### config.mk
export PLATFORM = sky130hd
export DESIGN_NAME = sram_word_bridge
export DESIGN_NICKNAME = d
export VERILOG_FILES = /design/src/rtl/sram_word_bridge.sv
export SDC_FILE = /design/constraint.sdc
export NUM_CORES = 1
export LEC_CHECK = 0
export ABC_AREA = 1
export CAP_MARGIN = 10
export CORE_MARGIN = 5
export CORE_UTILIZATION = 46
export DETAILED_ROUTE_END_ITERATION = 12
export MAX_ROUTING_LAYER = met4
export PLACE_DENSITY_LB_ADDON = 0.1
export SLEW_MARGIN = 20
export SYNTH_ARGS = -nofsm -noshare
export SYNTH_HDL_FRONTEND = slang
export SYNTH_SLANG_ARGS = --single-unit
### constraint.sdc
create_clock -name i_clk -period 2 [get_ports i_clk]
set_clock_uncertainty 0.05 [all_clocks]
set_input_delay 0.2 -clock i_clk [delete_from_list [all_inputs] [get_ports i_clk]]
set_output_delay 0.2 -clock i_clk [all_outputs]
set_load 0.02 [all_outputs]
### src/rtl/sram_word_bridge.sv
// ---------------------------------------------------------------------------
// sram_word_bridge
//   Bridges a simple 32-bit word request interface onto an asynchronous
//   16-bit SRAM. Each word access is split into a low half-word phase (LO,
//   bytes 0-1) and a high half-word phase (HI, bytes 2-3), followed by a
//   single response cycle (RESP). Each phase is held for WAIT_CYC+1 cycles.
//   Phases whose byte-enables are both clear may be skipped (SKIP_UNUSED).
//
// Ports
//   i_clk, i_rst_n     clock, synchronous active-low reset
//   i_req/o_ready      request handshake (accept when both high)
//   i_we               1 = write, 0 = read
//   i_addr             byte address, bits [1:0] ignored
//   i_wdata, i_bmask   store data and byte enables
//   o_busy             inverse of o_ready
//   o_rvalid, o_rdata  read response pulse and held read word
//   o_wdone            write completion pulse
//   SRAM_*             active-low SRAM bus (all bus outputs are registered)
// ---------------------------------------------------------------------------
module sram_word_bridge #(
  parameter int SRAM_AW     = 18,
  parameter int WAIT_CYC    = 0,
  parameter int SKIP_UNUSED = 1
) (
  input  logic               i_clk,
  input  logic               i_rst_n,
  input  logic               i_req,
  input  logic               i_we,
  input  logic [SRAM_AW:0]   i_addr,
  input  logic [31:0]        i_wdata,
  input  logic [3:0]         i_bmask,
  output logic               o_ready,
  output logic               o_busy,
  output logic               o_rvalid,
  output logic [31:0]        o_rdata,
  output logic               o_wdone,
  output logic [SRAM_AW-1:0] SRAM_ADDR,
  output logic [15:0]        SRAM_D,
  input  logic [15:0]        SRAM_Q,
  output logic               SRAM_CE_N,
  output logic               SRAM_WE_N,
  output logic               SRAM_OE_N,
  output logic               SRAM_LB_N,
  output logic               SRAM_UB_N
);

  typedef enum logic [1:0] {
    ST_IDLE = 2'd0,
    ST_LO   = 2'd1,
    ST_HI   = 2'd2,
    ST_RESP = 2'd3
  } state_e;

  localparam logic       SKIP      = (SKIP_UNUSED != 0);
  localparam logic [3:0] WAIT_LAST = 4'(WAIT_CYC);

  state_e               state_q, state_d;
  logic [3:0]           wait_q, wait_d;
  logic                 we_q, we_d;
  logic [SRAM_AW-2:0]   word_q, word_d;
  logic [31:0]          wdata_q, wdata_d;
  logic [3:0]           bmask_q, bmask_d;
  logic [31:0]          rbuf_q, rbuf_d;
  logic [31:0]          rdata_q, rdata_d;
  logic                 rvalid_q, rvalid_d;
  logic                 wdone_q, wdone_d;
  logic [SRAM_AW-1:0]   addr_q, addr_d;
  logic [15:0]          dout_q, dout_d;
  logic                 ce_n_q, ce_n_d;
  logic                 we_n_q, we_n_d;
  logic                 oe_n_q, oe_n_d;
  logic                 lb_n_q, lb_n_d;
  logic                 ub_n_q, ub_n_d;
  logic                 phase_last_s;
  logic                 addr_lsb_unused;

  // Word alignment: the two byte-offset bits carry no information.
  assign addr_lsb_unused = ^i_addr[1:0];

  // First state after accepting a request with byte mask bm.
  function automatic state_e first_phase(input logic [3:0] bm);
    if (!SKIP || (bm[1:0] != 2'b00)) begin
      return ST_LO;
    end else if (bm[3:2] != 2'b00) begin
      return ST_HI;
    end else begin
      return ST_RESP;
    end
  endfunction

  // Expand a 2-bit byte-enable pair into a 16-bit data mask.
  function automatic logic [15:0] half_mask(input logic [1:0] bm);
    return {{8{bm[1]}}, {8{bm[0]}}};
  endfunction

  // Next-state, request latching, read capture and bus output decode.
  always_comb begin
    state_d  = state_q;
    wait_d   = wait_q;
    we_d     = we_q;
    word_d   = word_q;
    wdata_d  = wdata_q;
    bmask_d  = bmask_q;
    rbuf_d   = rbuf_q;
    rdata_d  = rdata_q;
    rvalid_d = 1'b0;
    wdone_d  = 1'b0;
    addr_d   = addr_q;
    dout_d   = 16'h0000;
    ce_n_d   = 1'b1;
    we_n_d   = 1'b1;
    oe_n_d   = 1'b1;
    lb_n_d   = 1'b1;
    ub_n_d   = 1'b1;
    phase_last_s = (wait_q == WAIT_LAST);

    case (state_q)
      ST_IDLE: begin
        if (i_req) begin
          we_d    = i_we;
          word_d  = i_addr[SRAM_AW:2];
          wdata_d = i_wdata;
          bmask_d = i_bmask;
          rbuf_d  = 32'h0000_0000;
          state_d = first_phase(i_bmask);
        end else begin
          state_d = ST_IDLE;
        end
      end
      ST_LO: begin
        if (phase_last_s) begin
          // The SRAM output is sampled in the final cycle of the phase.
          if (!we_q) begin
            rbuf_d[15:0] = SRAM_Q & half_mask(bmask_q[1:0]);
          end else begin
            rbuf_d[15:0] = rbuf_q[15:0];
          end
          if (SKIP && (bmask_q[3:2] == 2'b00)) begin
            state_d = ST_RESP;
          end else begin
            state_d = ST_HI;
          end
        end else begin
          wait_d = wait_q + 4'd1;
        end
      end
      ST_HI: begin
        if (phase_last_s) begin
          if (!we_q) begin
            rbuf_d[31:16] = SRAM_Q & half_mask(bmask_q[3:2]);
          end else begin
            rbuf_d[31:16] = rbuf_q[31:16];
          end
          state_d = ST_RESP;
        end else begin
          wait_d = wait_q + 4'd1;
        end
      end
      ST_RESP: begin
        state_d = ST_IDLE;
      end
      default: begin
        state_d = ST_IDLE;
      end
    endcase

    // Every phase starts counting from zero.
    if (state_d != state_q) begin
      wait_d = 4'd0;
    end else begin
      wait_d = wait_d;
    end

    // Bus outputs are decoded from the next state so they appear registered.
    case (state_d)
      ST_LO: begin
        ce_n_d = 1'b0;
        addr_d = {word_d, 1'b0};
        {ub_n_d, lb_n_d} = ~bmask_d[1:0];
        if (we_d) begin
          we_n_d = 1'b0;
          dout_d = wdata_d[15:0];
        end else begin
          oe_n_d = 1'b0;
        end
      end
      ST_HI: begin
        ce_n_d = 1'b0;
        addr_d = {word_d, 1'b1};
        {ub_n_d, lb_n_d} = ~bmask_d[3:2];
        if (we_d) begin
          we_n_d = 1'b0;
          dout_d = wdata_d[31:16];
        end else begin
          oe_n_d = 1'b0;
        end
      end
      ST_RESP: begin
        rvalid_d = ~we_d;
        wdone_d  = we_d;
        if (!we_d) begin
          rdata_d = rbuf_d;
        end else begin
          rdata_d = rdata_q;
        end
      end
      default: begin
        addr_d = addr_q;
      end
    endcase
  end

  // State and output registers with synchronous reset.
  always_ff @(posedge i_clk) begin
    if (!i_rst_n) begin
      state_q  <= ST_IDLE;
      wait_q   <= 4'd0;
      we_q     <= 1'b0;
      word_q   <= '0;
      wdata_q  <= 32'h0000_0000;
      bmask_q  <= 4'h0;
      rbuf_q   <= 32'h0000_0000;
      rdata_q  <= 32'h0000_0000;
      rvalid_q <= 1'b0;
      wdone_q  <= 1'b0;
      addr_q   <= '0;
      dout_q   <= 16'h0000;
      ce_n_q   <= 1'b1;
      we_n_q   <= 1'b1;
      oe_n_q   <= 1'b1;
      lb_n_q   <= 1'b1;
      ub_n_q   <= 1'b1;
    end else begin
      state_q  <= state_d;
      wait_q   <= wait_d;
      we_q     <= we_d;
      word_q   <= word_d;
      wdata_q  <= wdata_d;
      bmask_q  <= bmask_d;
      rbuf_q   <= rbuf_d;
      rdata_q  <= rdata_d;
      rvalid_q <= rvalid_d;
      wdone_q  <= wdone_d;
      addr_q   <= addr_d;
      dout_q   <= dout_d;
      ce_n_q   <= ce_n_d;
      we_n_q   <= we_n_d;
      oe_n_q   <= oe_n_d;
      lb_n_q   <= lb_n_d;
      ub_n_q   <= ub_n_d;
    end
  end

  assign o_ready   = (state_q == ST_IDLE);
  assign o_busy    = ~o_ready;
  assign o_rvalid  = rvalid_q;
  assign o_wdone   = wdone_q;
  assign o_rdata   = rdata_q;
  assign SRAM_ADDR = addr_q;
  assign SRAM_D    = dout_q;
  assign SRAM_CE_N = ce_n_q;
  assign SRAM_WE_N = we_n_q;
  assign SRAM_OE_N = oe_n_q;
  assign SRAM_LB_N = lb_n_q;
  assign SRAM_UB_N = ub_n_q;

endmodule

**Word level (Yosys, flattened, before mapping)**

Cells that the tools add are included.

- Bits in registers: 165
- Latch bits: 0
- Bits in writable memories: 0
- ROM bits: 0
- Memories: 0

- $add $sub $neg: 1
- $mul: 0
- Div/mod/pow operators: 0
- Order comparisons: 0
- Equal/unequal tests: 7
- Shift-type cells: 0
- Multiplexer cells: 31
- Bitwise operators: 8
- Reductions and logical operators: 13

Operators with widths:

| kind | number |
|---|---|
| two-way mux 16 bit | 6 |
| two-way mux 32 bit | 3 |
| one-hot mux 16 bit (2 select lines) | 3 |
| one-hot mux 18 bit (2 select lines) | 1 |
| two-way mux 17 bit | 2 |
| bitwise AND 16 bit | 2 |
| equality test 2 bit (second input constant) | 4 |
| two-way mux 2 bit | 4 |
| two-way mux 4 bit | 2 |
| one-hot mux 2 bit (4 select lines) | 1 |
| AND reduction 2 bit | 4 |
| two-way mux 1 bit | 7 |
| nonzero test 2 bit | 3 |
| OR reduction 2 bit | 3 |
| adder 4 x 1 -> 4 bit (second input constant) | 1 |
| equality test 2 x 1 -> 1 bit (second input constant) | 2 |
| zero test 2 bit | 2 |
| zero test 4 bit | 1 |
| NOT 1 bit | 4 |
| NOT 2 bit | 2 |
| one-hot mux 1 bit (2 select lines) | 2 |
| != test 2 bit | 1 |

**Logic depth before layout (Yosys ltp)**

Gate-level depths: netlist (run 1).

- Word-level depth: 8
- Gate-level depth with buffers: 14
- Depth with buffers taken out: 11

**Worst setup path after synthesis (run 1)**

OpenSTA, ideal clock, no wires.

- Path kind: register -> register
- From: reg state_q[0]
- To: reg addr_q[11], in the netlist SRAM_ADDR[11]
- Library setup time: 0.114 ns
- Data arrival time: 1.809 ns
- Required time: 1.836 ns
- Slack: 0.026 ns
- Cell stages (with the launch flop): 12
- Path buffers: 2
- Period minus slack after synthesis: 1.974 ns
- Cells stage by stage: dfxtp_1 -> inv_1 -> ha_1 -> nand2_1 -> inv_1 -> clkbuf_1 -> clkbuf_1 -> or2_2 -> o21ai_0 -> inv_1 -> nand3_1 -> nand2_1

- Word-level cells in the longest chain between the ends: 4

RTL lines:

| element | line | source |
|---|---|---|
| start, declared | 57 | `state_e state_q, state_d;` |
| start signal, assigned | 234 | `state_q <= state_d;` |
| zero test 2 bit (*) | n/a |  |
| via o_ready | 32 | `output logic o_ready,` |
| one-hot mux 2 bit (4 select lines) | 117 | `case (state_q)` |
| equality test 2 bit or equality test 2 x 1 -> 1 bit (tied branches) | 175 | `case (state_d)` |
| nonzero test 2 bit (no source line) | n/a |  |
| end signal, assigned | 244 | `addr_q <= addr_d;` |
| end, declared | 67 | `logic [SRAM_AW-1:0] addr_q, addr_d;` |

Mark *: on every way through the listed nets, which the timed path passes. The rest lies on a longest branch. The select of a mux whose other input is x is not followed.
A chain may end at the register's enable or synchronous reset.

**Final worst setup path (run 1)**

- From: reg state_q[0]
- To: reg addr_q[15], in the netlist SRAM_ADDR[15]

- Word-level cells in the longest chain between the ends: 4

RTL lines:

| element | line |
|---|---|
| equality test 2 bit, or another cell as far along | 117 |
| one-hot mux 2 bit (4 select lines) | 117 |
| equality test 2 bit or equality test 2 x 1 -> 1 bit (tied branches) | 175 |
| nonzero test 2 bit (no source line) | n/a |

Parallel ways exist; a longest one is shown, timed or not. The select of a mux whose other input is x is not followed.

==> results.md, run 1 <==
* Run status: finished clean
* Largest net degree at the start of global routing at between 70 and 80
* Post-Layout Cell Count at ~1300
* Critical Path Sink Type: flip-flop
* Antenna diode count at 0
* Antenna violations before repair at 0
* Routed length per placed instance at 14.02 um
* Seq/Total Area, Yosys at 48.23%
* I/O Buffers at roughly 150
* # hold bufs at CTS at 0
* HP Class: input pin to flip-flop
* Crit Path Class: flip-flop to flip-flop
* Overall global routing resource usage at 20.63%
* Worst relative slew slack at 61.62%
* Hold EP: we_q$_SDFF_PN0_
* Final setup violation count at 0
* Period utilisation layout at roughly 92%
* First DRT Iteration DRCs at 363
* Core footprint at around 15000 sq um
* CTS sink count at roughly 170
* First-pass GRT wire length at between 20000 and 30000 um
* Worst skew pair latency at approximately 0.43 ns
* Hold Startpoint: i_rst_n
* Via density at ~4.7
* Post-Syn Instances at around 940
* RePlAce Congestion at between 0.8 and 0.9
* Hold path depth at 4
* Vias in the first global route at just under 6000
* Fraction of layout cells with a size suffix above 1 at 13.04%
* Worst Path Max Fanout at slightly below 50
* CP max-delay cell: dfxtp_1
* Net Sw Power at a little under 3000 uW
* Crit path required time at 2.28 ns
* Post-DP Area at roughly 8600 sq um
* Gr ovfl total at 0
* Critical path arrival at 2.11 ns
* Maximum vdd drop at around 0.00077 V
* Placed wire-length estimate at roughly 11000 um
* Die area at roughly 17000 sq um
* Row count at between 40 and 50
* Max-slew violations at 0
* Die Span X at approximately 130 um
* Worst-path cell chain: inv_2 > ha_4 > nand2_2 > inv_1 > buf_12 > or2_2 > o21ai_0 > inv_1 > nand3_1 > nand2_1
* Die Ht at 132.0 um
* Synth-to-Final Area Change at 36.23%
* Reg clk slew, reported paths at ~0.060 ns
* CTS max path bufs at 2
* Drt total wl at ~18000 um
* Hold violation count in the final report at 0
* Avg Synthesized Cell Area at just over 7 sq um
* Leak at around 0.0043 uW
* Mapped Area at 6849 sq um
* # Post-CTS Setup Buffers at 0
* Max Cap Viol at 0
* Crit Reg-Reg Endpoint: SRAM_ADDR[15]$_SDFFE_PN0P_
* Cells after DPL at between 1000 and 1500
* Setup slack after layout at 0.1682 ns
* Startpoint Class: flip-flop
* Int Pwr at between 6000 and 7000 uW
* Clock network power share at between 30% and 40%
* Synth Register Bits at ~170
* CTS tree: done
* Synth warnings at 0
* R2R cell count at 10
* Fmax at around 550 MHz
* Final Power at 9630 uW
* R2R Setup Slk at around 0.17 ns
* Syn Nets at around 1000
* CTS root buf: clkbuf_16
* Sw Share at 30.37%
* Slew of the pin with the lowest slew margin at 0.5757 ns
* Residual DRC count at 0
* Combinational Power Share at a little over a quarter
* Routed vias at between 6000 and 7000
* RSZ-0062 raised after global routing: yes
* Reg2reg start: state_q[0]$_SDFF_PN0_
* Final Hold Slack at 0.1580 ns
* CTS Buf Count at 17
* Crit path largest cell delay at 0.34 ns
* Final #Nets at roughly 1200
* First-pass DRT Iterations at 5
* Register share of total power at 39.1%
* Io pins at 150
* Final Critical Period at ~1.8 ns
* Pre-CTS WS at 0.001509 ns
* H-tree levels at 4
* Antenna Nets Post-Route at 0
* Starting Density at a little under half
* Post-route cell area at ~9300 sq um
* Dominant cell type by count on the critical path: inv_1
* Pwr Density at 1032 nW/um^2
* Netlist cell types at 28
[metrics by stage]
step                      util (%)    TNS (ns)
after global routing         63.95  -0.0006051
after CTS                    63.09           0
after global placement       59.07           0
after detailed placement     59.07           0
after floorplan                  -           0
final                        63.95           0
[routing by layer]
metal / part of all wire, % / wire, um / global-route usage (%)
met1: 45 / 8047 / 24.26
met2: 49 / 8808 / 34.11
met3: 5.2 / 947 / 6.069
met4: 1.4 / 258 / 6.286
met5: 0 / 0 / -
[cells in the final DEF, fill, tap and decap left out, drive strengths merged]
cell type	instances
dfxtp	165
nor3	5
buf	33
nand3	47
nand4	21
clkdlybuf4s50	144
a21o	1
bufinv	2
or2	49
o21ai	69
inv	145
clkinv	6
o21a	16
clkinvlp	3
clkbuf	22
mux2i	2
o211ai	1
a21oi	23
nand2	179
nor2	159
xor2	3
ha	7
dlygate4sd2	2
[cell usage after synthesis]
master | number | area, sq um
nand2_2 | 5 | 31.28
o21a_1 | 16 | 120.1
ha_1 | 7 | 87.58
xor2_1 | 3 | 26.28
dfxtp_1 | 165 | 3303
buf_2 | 9 | 45.04
nor2_1 | 156 | 585.6
nand2_1 | 173 | 649.4
o211ai_1 | 1 | 7.510
o21ai_0 | 67 | 335.3
nand4_1 | 21 | 131.4
buf_4 | 8 | 60.06
nor3_1 | 5 | 25.02
inv_1 | 140 | 525.5
buf_6 | 3 | 33.78
a21o_1 | 1 | 7.510
nand2_4 | 1 | 11.26
nor2_2 | 2 | 12.51
mux2i_1 | 2 | 20.02
nand3_2 | 2 | 20.02
nand3_1 | 45 | 225.2
or2_2 | 49 | 306.5
o21ai_1 | 2 | 10.01
a21oi_1 | 22 | 110.1
inv_2 | 4 | 15.01
clkbuf_1 | 31 | 116.4
nor2_4 | 1 | 11.26
a21oi_4 | 1 | 16.27
[area by class of cell]
cell class / instances / area, sq um
Clock buffer: 20 / 456.7
Clock inverter: 12 / 128.9
Fill cell: 1273 / 5259
Inverter: 144 / 543.0
Multi-Input combinational cell: 582 / 2801
Sequential cell: 165 / 3304
Tap cell: 184 / 230.2
Timing Repair Buffer: 181 / 1866
[worst max-delay path: cells and delay by family, from the launching register on]
kind / cells / cell delay [ns]
simple gates: 4 / 0.54
buf+inv: 4 / 0.46
flops: 1 / 0.34
fa+ha+maj: 1 / 0.18
compound gates: 1 / 0.14
[cell families (layout without fill, tap and decap cells)]
group                    Yosys count  in the layout  synth area share (%)
XOR/XNOR                           3              3                0.3837
buffers and inverters            195            357                 11.62
multiplexers                       2              2                0.2923
adder cells (fa/ha/maj)            7              7                 1.279
AND/OR/NAND/NOR                  460            460                 29.34
AO/OA/AOI/OAI                    110            110                 8.860
flip-flops                       165            165                 48.23
[how the worst max path moves through the flow]
| stage | start | cells after the start | to | slack (ns) |
|---|---|---|---|---|
| after CTS | state_q[1]$_SDFF_PN0_ | 10 | SRAM_ADDR[4]$_SDFFE_PN0P_ | 0.05 |
| final | state_q[0]$_SDFF_PN0_ | 10 | SRAM_ADDR[15]$_SDFFE_PN0P_ | 0.17 |
| after floorplan | state_q[0]$_SDFF_PN0_ | 11 | SRAM_ADDR[11]$_SDFFE_PN0P_ | 0.03 |
| after detailed placement | state_q[1]$_SDFF_PN0_ | 10 | o_wdone$_SDFF_PN0_ | 0.002 |
| after global routing | wait_q[0]$_SDFFE_PP0P_ | 8 | o_rdata[9]$_SDFFE_PN0P_ | -0.0006 |
| after global placement | state_q[1]$_SDFF_PN0_ | 10 | o_wdone$_SDFF_PN0_ | 0.03 |
[sequential cells by signal (all words and copies together), names as in the netlist, 2 cells and up]
register and cells:
o_rdata 32, SRAM_ADDR 18, state_q 2, rbuf_q 32, wdata_q 32, SRAM_D 16, bmask_q 4, word_q 17
wait_q 4
[power by group through the flow]
stage          registers, uW  logic, uW  clock network (uW)
5_1_grt                 3800       2910                3450
3_3_place_gp            3820       2530                   0
3_5_place_dp            3830       2550                   0
2_1_floorplan           4040       1300                   0
4_1_cts                 3760       2560                3290
6_report                3760       2630                3240
[repair_timing]
item,in CTS,in global routing
setup endpoints to repair,5,87
gates resized for setup,3,16
gates cloned,0,4
endpoints found under the hold margin,0,0
pin swaps,0,1
Note: power is estimated with default switching activity, not from simulation.
==> inputs of run 2 (changes only) <==
--- a/config.mk
+++ b/config.mk
@@ -7,7 +7,6 @@
 export LEC_CHECK = 0
 export ABC_AREA = 1
 export CAP_MARGIN = 10
-export CORE_MARGIN = 5
 export CORE_UTILIZATION = 46
 export DETAILED_ROUTE_END_ITERATION = 12
 export MAX_ROUTING_LAYER = met4
==> results.md, run 2 (synthesis gave the netlist of run 1 again) <==
* Final Critical Period at ~1.9 ns
* Startpoint Class: flip-flop
* H-tree levels at 4
* Antenna diode count at 0
* I/O Buffers at between 100 and 150
* Fraction of layout cells with a size suffix above 1 at a little over an eighth
* Core footprint at between 10000 and 15000 sq um
* Synth-to-Final Area Change at 36.74%
* Die Span X at around 120 um
* Final #Nets at about 1200
* Critical Path Sink Type: flip-flop
* Antenna violations before repair at 0
* Net Sw Power at between 2000 and 3000 uW
* Worst skew pair latency at about 0.41 ns
* Io pins at 150
* CP max-delay cell: dfxtp_2
* Crit path required time at 2.26 ns
* First DRT Iteration DRCs at about 450
* Pre-CTS WS at 0.01267 ns
* Vias in the first global route at 5579
* First-pass DRT Iterations at 5
* Critical path's top delay family: buffers and inverters
* Crit Path Class: flip-flop to flip-flop
* Register share of total power at between 30 and 40%
* Routed vias at around 6000
* Worst relative slew slack at roughly two thirds
* Period utilisation layout at 93.19%
* Worst Path Max Fanout at 10
* RePlAce Congestion at about 0.81
* Most common cell after layout, fill and taps aside: nand2_1
* Starting Density at 47.12%
* Placed wire-length estimate at 11300 um
* Reg2reg start: state_q[0]$_SDFF_PN0_
* Die Ht at ~120 um
* Max-slew violations at 0
* Leak at 0.004332 uW
* CTS sink count at 165
* Commonest cells after routing, fill and taps aside: nand2_1, dfxtp_1, nor2_1
* Routed length per placed instance at ~13 um
* Antenna Nets Post-Route at 0
* Crit path largest cell delay at around 0.34 ns
* Worst-path cell chain: inv_2 > ha_2 > nand2_2 > inv_1 > buf_4 > buf_4 > or2_2 > o21ai_0 > inv_1 > nand2_1 > a21oi_1
* CTS Buf Count at 17
* Clock network power share at roughly a third
* Run status: finished clean
* Crit path buffers/inverters at 5
* Setup slack after layout at around 0.14 ns
* Hold Startpoint: i_rst_n
* Max Cap Viol at 0
* Reg clk slew, reported paths at ~0.060 ns
* HP Class: input pin to flip-flop
* CTS max path bufs at 2
* Pwr Density at approximately 1000 nW/um^2
* Drt total wl at between 15000 and 20000 um
* Combinational Power Share at about 28%
* Crit. Startpoint: state_q[0]$_SDFF_PN0_
* CTS tree: done
* Sw Share at 30.17%
* Core Util, Final at 64.44%
* Largest net degree at the start of global routing at 37
* Overall global routing resource usage at about 23%
* Hold violation count in the final report at 0
* Die area at about 15000 sq um
* Final setup violation count at 0
* Gr ovfl total at 0
* Maximum vdd drop at about 0.00062 V
* Fmax at approximately 540 MHz
* Slew of the pin with the lowest slew margin at around 0.47 ns
* Critical path arrival at 2.13 ns
* Int Pwr at around 6600 uW
* Row count at 44
* First-pass GRT wire length at 26520 um
* R2R Setup Slk at between 0.1 and 0.15 ns
* Via density at 4.643
* CTS root buf: clkbuf_16
* Residual DRC count at 0
-- run 2: repair_timing --
| action | in CTS | in global routing |
|---|---|---|
| setup endpoints to repair | 2 | 85 |
| hold buffers | 0 | 0 |
| gates resized for setup | 2 | 13 |
| setup buffers | 0 | 0 |
-- run 2: per-stage QoR --
stage                     total power, uW  hold slack (ns)   TNS, ns  instances  area (sq um)
after floorplan                      5336           0.3134         0        942          6849
after global placement               6425           0.4041         0       1267          8781
after detailed placement             6446           0.4090         0       1267          8781
after CTS                            9587          0.01708         0       1299          9348
after global routing                10030          0.02327  -0.01561       1299          9365
final                                9508          0.03108         0       1299          9365
-- run 2: metal layers --
layer / vias to the layer above / global-route usage (%) / share of wire [%]
li1: 3195 / - / -
met1: 2683 / 28.23 / 46
met2: 136 / 38.23 / 49
met3: 17 / 4.487 / 4.3
met4: 0 / 7.664 / 1.2
met5: - / - / 0
-- run 2: worst paths after layout --
path / endpoint / depth (start not counted)
setup / recovery: SRAM_D[6]$_SDFF_PN0_ / 11
hold / removal: SRAM_OE_N$_SDFF_PN1_ / 2
setup reg to reg: SRAM_D[6]$_SDFF_PN0_ / 11
hold reg to reg: rbuf_q[22]$_SDFF_PN0_ / 2
-- run 2: layout make-up --
class	instances	area, sq um
fillers	1386	5169
flip-flops and latches	165	3304
multi-input cells	582	2769
repair buffers	192	1952
inverters	144	540.5
clock buffers	20	466.7
well taps	184	230.2
clock inverters	12	102.6
-- run 2: worst register-to-register path: cells and delay by family (launching register included) --
kind | cells | cell delay, ns
AO/OA/AOI/OAI | 2 | 0.16
buffers and inverters | 5 | 0.55
adder cells (fa/ha/maj) | 1 | 0.21
flip-flops | 1 | 0.34
AND/OR/NAND/NOR | 3 | 0.45
-- run 2: power groups by stage --
stage / registers, uW / clock network [uW] / logic, uW
6_report: 3760 / 3130 / 2620
5_1_grt: 3790 / 3340 / 2900
4_1_cts: 3760 / 3190 / 2630
3_5_place_dp: 3830 / 0 / 2620
3_3_place_gp: 3820 / 0 / 2600
2_1_floorplan: 4040 / 0 / 1300
==> inputs of run 3 (changes only) <==
--- a/config.mk
+++ b/config.mk
@@ -6,6 +6,7 @@
 export NUM_CORES = 1
 export LEC_CHECK = 0
 export ABC_AREA = 1
+export ABC_CLOCK_PERIOD_IN_PS = 2000
 export CAP_MARGIN = 10
 export CORE_UTILIZATION = 46
 export DETAILED_ROUTE_END_ITERATION = 12
==> results of run 3 <==
Same layout as run 2: the final DEF is identical, and so are final timing and power.
